File: src/rtl/uart_dbus_bridge.sv
// UART host bridge: byte frames from the host become word accesses on the dBus, and ack/data bytes go back.
// Optional frame/response timeout is built only when UART_DBUS_BRIDGE_TIMEOUT_EN is defined.
module uart_dbus_bridge #(
  parameter int CLK_FREQ      = 100000000,
  parameter int BAUD_RATE     = 115200,
  parameter int TIMEOUT_BYTES = 4,
  parameter bit HOLD_AT_RESET = 1'b1
) (
  input  logic        clk,
  input  logic        reset,
  input  logic        rx_valid,
  input  logic [7:0]  rx_data,
  input  logic        tx_rdy,
  output logic        tx_vld,
  output logic [7:0]  tx_data,
  output logic        bus_cmd_valid,
  input  logic        bus_cmd_ready,
  output logic        bus_cmd_wr,
  output logic [31:0] bus_cmd_address,
  output logic [31:0] bus_cmd_data,
  output logic [1:0]  bus_cmd_size,
  input  logic        bus_rsp_ready,
  input  logic        bus_rsp_error,
  input  logic [31:0] bus_rsp_data,
  output logic        cpu_hold,
  output logic        overrun
);
  localparam logic [7:0] OP_W = 8'h57, OP_R = 8'h52, OP_G = 8'h47, OP_H = 8'h48;
  localparam logic [7:0] ACK = 8'h06, NAK = 8'h15;
  localparam logic [63:0] TO_CYCLES =
    64'(TIMEOUT_BYTES) * 64'd10 * 64'(CLK_FREQ) / 64'(BAUD_RATE);

  typedef enum logic [2:0] {IDLE, ADDR, DATA, CMD, RSP, TX} state_t;

  state_t      state, state_next, op_next;
  logic [1:0]  cnt;
  logic [31:0] addr_sr, data_sr;
  logic [39:0] reply;
  logic [2:0]  tx_left;
  logic        tx_wait, tx_fire, tx_last, take_op, timeout;

  // Bus cmd: valid/address/data/wr hold steady while valid=1 and ready=0; the command
  // is taken on the edge where valid and ready are both 1, and valid drops right after.
  assign bus_cmd_address = {addr_sr[31:2], 2'b00};
  assign bus_cmd_data    = data_sr;
  assign bus_cmd_size    = 2'b10;

  // tx_wait skips one cycle after each pulse so tx_rdy is never re-sampled too early.
  assign tx_fire = (state == TX) && tx_rdy && !tx_wait;
  assign tx_last = tx_fire && (tx_left == 3'd1);
  // A byte arriving as TX hands back to IDLE is treated as the next opcode.
  assign take_op = rx_valid && ((state == IDLE) || tx_last);

`ifdef UART_DBUS_BRIDGE_TIMEOUT_EN
  localparam int TO_W = $clog2(TO_CYCLES + 64'd1);
  logic [TO_W-1:0] to_cnt;
  logic            to_run;

  assign to_run  = ((state == ADDR) || (state == DATA) || (state == RSP)) && !rx_valid;
  assign timeout = to_run && (to_cnt == TO_W'(TO_CYCLES - 64'd1));

  always_ff @(posedge clk) begin
    if (reset || !to_run) to_cnt <= '0;
    else if (!timeout)    to_cnt <= to_cnt + TO_W'(1);
  end
`else
  logic unused_timeout_cfg;
  assign unused_timeout_cfg = (TO_CYCLES == 64'd0);
  assign timeout = 1'b0;
`endif

  always_comb begin
    state_next    = state;
    bus_cmd_valid = 1'b0;
    op_next       = TX;
    if ((rx_data == OP_W) || (rx_data == OP_R)) op_next = ADDR;
    case (state)
      IDLE: if (rx_valid) state_next = op_next;
      ADDR: begin
        if (rx_valid) begin
          if (cnt == 2'd3) state_next = bus_cmd_wr ? DATA : CMD;
        end else if (timeout) state_next = IDLE;
      end
      DATA: begin
        if (rx_valid) begin
          if (cnt == 2'd3) state_next = CMD;
        end else if (timeout) state_next = IDLE;
      end
      CMD: begin
        bus_cmd_valid = 1'b1;
        if (bus_cmd_ready) state_next = bus_cmd_wr ? TX : RSP;
      end
      RSP: if (bus_rsp_ready || timeout) state_next = TX;
      TX: if (tx_last) state_next = rx_valid ? op_next : IDLE;
      default: state_next = IDLE;
    endcase
  end

  always_ff @(posedge clk) begin
    if (reset) begin
      state      <= IDLE;
      cnt        <= 2'd0;
      addr_sr    <= 32'h0;
      data_sr    <= 32'h0;
      bus_cmd_wr <= 1'b0;
      reply      <= 40'h0;
      tx_left    <= 3'd0;
      tx_wait    <= 1'b0;
      tx_vld     <= 1'b0;
      tx_data    <= 8'h00;
      cpu_hold   <= HOLD_AT_RESET;
      overrun    <= 1'b0;
    end else begin
      state   <= state_next;
      tx_vld  <= tx_fire;
      tx_wait <= tx_fire;
      case (state)
        ADDR: if (rx_valid) begin
          addr_sr <= {rx_data, addr_sr[31:8]};
          cnt     <= cnt + 2'd1;
        end
        DATA: if (rx_valid) begin
          data_sr <= {rx_data, data_sr[31:8]};
          cnt     <= cnt + 2'd1;
        end
        CMD: if (bus_cmd_ready && bus_cmd_wr) begin
          reply   <= {32'h0, ACK};
          tx_left <= 3'd1;
        end
        RSP: begin
          if (bus_rsp_ready) begin
            reply   <= bus_rsp_error ? {32'h0, NAK} : {bus_rsp_data, ACK};
            tx_left <= bus_rsp_error ? 3'd1 : 3'd5;
          end else if (timeout) begin
            reply   <= {32'h0, NAK};
            tx_left <= 3'd1;
          end
        end
        default: ;
      endcase
      if (tx_fire) begin
        tx_data <= reply[7:0];
        reply   <= {8'h00, reply[39:8]};
        tx_left <= tx_left - 3'd1;
      end
      if (rx_valid && !take_op && ((state == CMD) || (state == RSP) || (state == TX)))
        overrun <= 1'b1;
      if (take_op) begin
        cnt <= 2'd0;
        case (rx_data)
          OP_W: bus_cmd_wr <= 1'b1;
          OP_R: bus_cmd_wr <= 1'b0;
          OP_G: begin
            cpu_hold <= 1'b0;
            reply    <= {32'h0, ACK};
            tx_left  <= 3'd1;
          end
          OP_H: begin
            cpu_hold <= 1'b1;
            reply    <= {32'h0, ACK};
            tx_left  <= 3'd1;
          end
          default: begin
            reply   <= {32'h0, NAK};
            tx_left <= 3'd1;
          end
        endcase
      end
    end
  end
endmodule

File: config.mk
export PLATFORM = sky130hd
export DESIGN_NAME = uart_dbus_bridge
export DESIGN_NICKNAME = d
export VERILOG_FILES = /design/src/rtl/uart_dbus_bridge.sv
export SDC_FILE = /design/constraint.sdc
export NUM_CORES = 1
export LEC_CHECK = 0
export ABC_AREA = 1
export BUFFER_PORTS_ARGS = -buffer_cell sky130_fd_sc_hd__buf_2
export CELL_PAD_IN_SITES_DETAIL_PLACEMENT = 1
export CELL_PAD_IN_SITES_GLOBAL_PLACEMENT = 1
export CORE_ASPECT_RATIO = 1.2
export CORE_MARGIN = 3
export CORE_UTILIZATION = 39
export CTS_BUF_LIST = sky130_fd_sc_hd__clkbuf_4 sky130_fd_sc_hd__clkbuf_8
export CTS_CLUSTER_SIZE = 40
export DETAILED_ROUTE_END_ITERATION = 12
export PLACE_DENSITY_LB_ADDON = 0.2
export SLEW_MARGIN = 10
export SYNTH_ARGS = -nofsm -noshare
export SYNTH_HDL_FRONTEND = slang
export SYNTH_SLANG_ARGS = --single-unit
File: constraint.sdc
create_clock -name clk -period 1.96 [get_ports clk]
set_input_delay 0 -clock clk [delete_from_list [all_inputs] [get_ports clk]]
set_output_delay 0 -clock clk [all_outputs]
set_load 0.01 [all_outputs]
==> run summary <==
Starting Density: 40.7%
Clk buf depth: 2
CTS sink count: 122
Final WL: 14.7 mm
Die X-Extent: 110 um
Syn Inst Count: 684
Routed via count: 4985
Syn Std Cell Area: 0.00504 mm^2
Library cells used by synthesis: 31
Worst path arrival time: 2.05 ns
Die span in y: 130 um
Maxcap violations: 0
First-pass GRT wire length: 24.1 mm
Pre-CTS setup slack: 0.0916 ns
Peak VDD IR: 0.455 mV
Fill cells: 1604
DR DRC count: 0
Worst-Margin Slew: 0.538 ns
Max transition margin: 64.2%
Critical-path top delay cell: dfxtp_1
Sw Share: 35.7%
Worst-path cell chain: nand3_2, nor2_4, nand2_2, nand2_2, nand3_4, nand2_2, buf_4, a21oi_1
Async SR Flop Fraction: 0%
Most frequent cells in the layout: 121 x buf_2, 120 x dfxtp_1, 110 x nand2_1
Root Driver: clkbuf_8
# nets final: 880
DR WL/cell: 14.6 um
Min Clock Period, post-route: 1.75 ns
DRT Pass-1 Iters: 4
Crit-path leading delay family: simple AND/OR/NAND/NOR gates
Avg Inst Size Synth: 7.36 um^2
FF/Latch Area: 0.00244 mm^2
Seq cells post-synth: 122
Placer Congestion: 0.892
Pin count of the biggest net entering global routing: 71
Combinational power share: 29.2%
Commonest non-fill, non-tap cell in the layout: buf_2
Max Clk Rate: 571 MHz
Fin. Hold Viols: 0
Post-Route Setup TNS: 0 ns
Clock Latency Late Sink: 0.43 ns
Bufs and invs on worst path: 1
Critical Path Sink Type: flip-flop
IO Pins: 126
Max Slew Vio Count: 0
CP dominant cell by count: nand2_2
Starting DRT DRC Count: 165
CTS buffer count: 17
Diodes inserted: 0
Total global-route track usage: 21.2%
# port buffers: 121
Crit path max fanout: 24
Area Growth Syn to Fin: 29.2%
Via-per-instance ratio: 4.97
Die Footprint: 0.0143 mm^2
Setup repair after global routing missed its margin: false
Top_reg_cell synth: dfxtp_1
Clock slew seen by the registers of the worst setup and hold paths: 0.07 ns
Setup Skew: 0.0133 ns
Hold crit path type: in -> reg
Cell Pwr Density: 1120 mW/mm^2
Internal cell power: 4.70 mW
Worst setup SP type: flip-flop
Antenna violations before repair: 0
H-tree depth: 4
Endpoints failing setup: 0
Critical path type: reg -> reg
Reg2Reg Setup Slack: 0.21 ns
Pleak: 3.08 nW
Vias in the first global route: 5067
HPWL after detailed placement: 10.1 mm
Number of core rows: 44
Hold slack: 0.0191 ns
CP peak stage delay: 0.49 ns
Post-synth EDFFs: 0
Seq pwr share: 42.3%
Setup repair bufs after CTS: 0
GRT overflow: 0
Sequential element share of the synthesized area: 48.5%
Final worst-path cycle share: 89.4%
Clock Power Share: 28.5%
Core Box Area: 0.0124 mm^2
Routed Antenna Nets: 0
Fin util: 52.5%
CTS tree: done
Worst endpoint required time: 2.26 ns
Multi-input gate area: 0.00215 mm^2
Status: complete, no violations
Layout cells sized above 1: 22.3%
Final WS setup: 0.207 ns
Net Switching: 2.61 mW
Yosys warnings: 0
[final cells by class]
type                            count  area share, %
Clock inverter                     11           1.48
Inverter                           59           3.40
Tap cell                          161           3.10
Clock buffer                       21           4.25
Timing Repair Buffer              170           17.2
Sequential cell                   122           37.6
Multi-Input combinational cell    460           33.0
[Yosys cell counts, types with 3 or more instances]
| library cell | count | area (um^2) |
|---|---|---|
| nand3_1 | 34 | 170 |
| ha_1 | 3 | 37.5 |
| nor3_1 | 25 | 125 |
| o21ai_0 | 69 | 345 |
| a22oi_1 | 8 | 60.1 |
| inv_1 | 55 | 206 |
| inv_2 | 4 | 15.0 |
| nand2_1 | 111 | 417 |
| buf_6 | 3 | 33.8 |
| nor2_1 | 104 | 390 |
| nor2_4 | 3 | 33.8 |
| buf_4 | 7 | 52.6 |
| a31oi_1 | 3 | 18.8 |
| nand4_1 | 3 | 18.8 |
| a21oi_1 | 73 | 365 |
| nand2_2 | 6 | 37.5 |
| clkbuf_1 | 15 | 56.3 |
| buf_2 | 18 | 90.1 |
| dfxtp_1 | 122 | 2440 |
[final timing paths]
check | from | end | cells past startpoint
min | bus_rsp_data[16] | reply[24] | 5
max | state[0] | reply[7] | 8
max reg2reg | state[0] | reply[7] | 8
min reg2reg | bus_cmd_data[2] | bus_cmd_data[2] | 2
[worst min-delay path: cells and delay by family]
kind | cells | cell delay (ns)
AND/OR/NAND/NOR | 3 | 0.27
AO/OA/AOI/OAI | 1 | 0.04
buffers and inverters | 1 | 0.09
[cells by family (layout without fill, tap and decap cells)]
logic type / count (synthesis) / in the layout / share of synthesized area, %
buffers and inverters: 104 / 261 / 9.17
AOI/OAI and AO/OA: 156 / 156 / 16.0
and+or+nand+nor: 296 / 296 / 25.3
other: 2 / 4 / 0.149
DFF: 122 / 122 / 48.5
xor gates and xnor gates: 1 / 1 / 0.174
adders and majority gates: 3 / 3 / 0.745
[power groups by stage]
stage               Combinational (mW)  Clock (mW)  Sequential (mW)
global placement                  1.99           0             3.13
CTS                               2.15        2.15             3.09
floorplan                         1.39           0             3.16
finish                            2.14        2.08             3.10
detailed placement                2.08           0             3.15
global route                      2.43        2.27             3.15
[stage by stage]
step	area, um^2	instances	total power, mW
floorplan	5040	686	4.55
global placement	5750	934	5.11
detailed placement	5750	934	5.23
CTS	6500	1004	7.40
global route	6510	1004	7.84
finish	6510	1004	7.32
[routing by layer]
layer / up-vias / track usage, % / part of all wire [%]
li1: 2501 / - / -
met1: 2355 / 24.2 / 42
met2: 102 / 38.6 / 53
met3: 27 / 3.83 / 3.7
met4: 0 / 9.10 / 2.2
met5: - / 0 / 0
[flip-flops by register name (all words and copies together) (netlist names), 2 cells and up]
register	cells
addr_sr	30
bus_cmd_data	32
cnt	2
reply	40
state	3
tx_data	8
tx_left	3
[what timing repair did]
| action | 4_1_cts | 5_1_grt |
|---|---|---|
| hold endpoints to repair | 55 | 0 |
| hold buffers | 38 | 0 |
| gates resized for setup | 0 | 3 |
| setup endpoints to repair | 0 | 23 |
No activity file was read; power rests on OpenSTA's default activity.
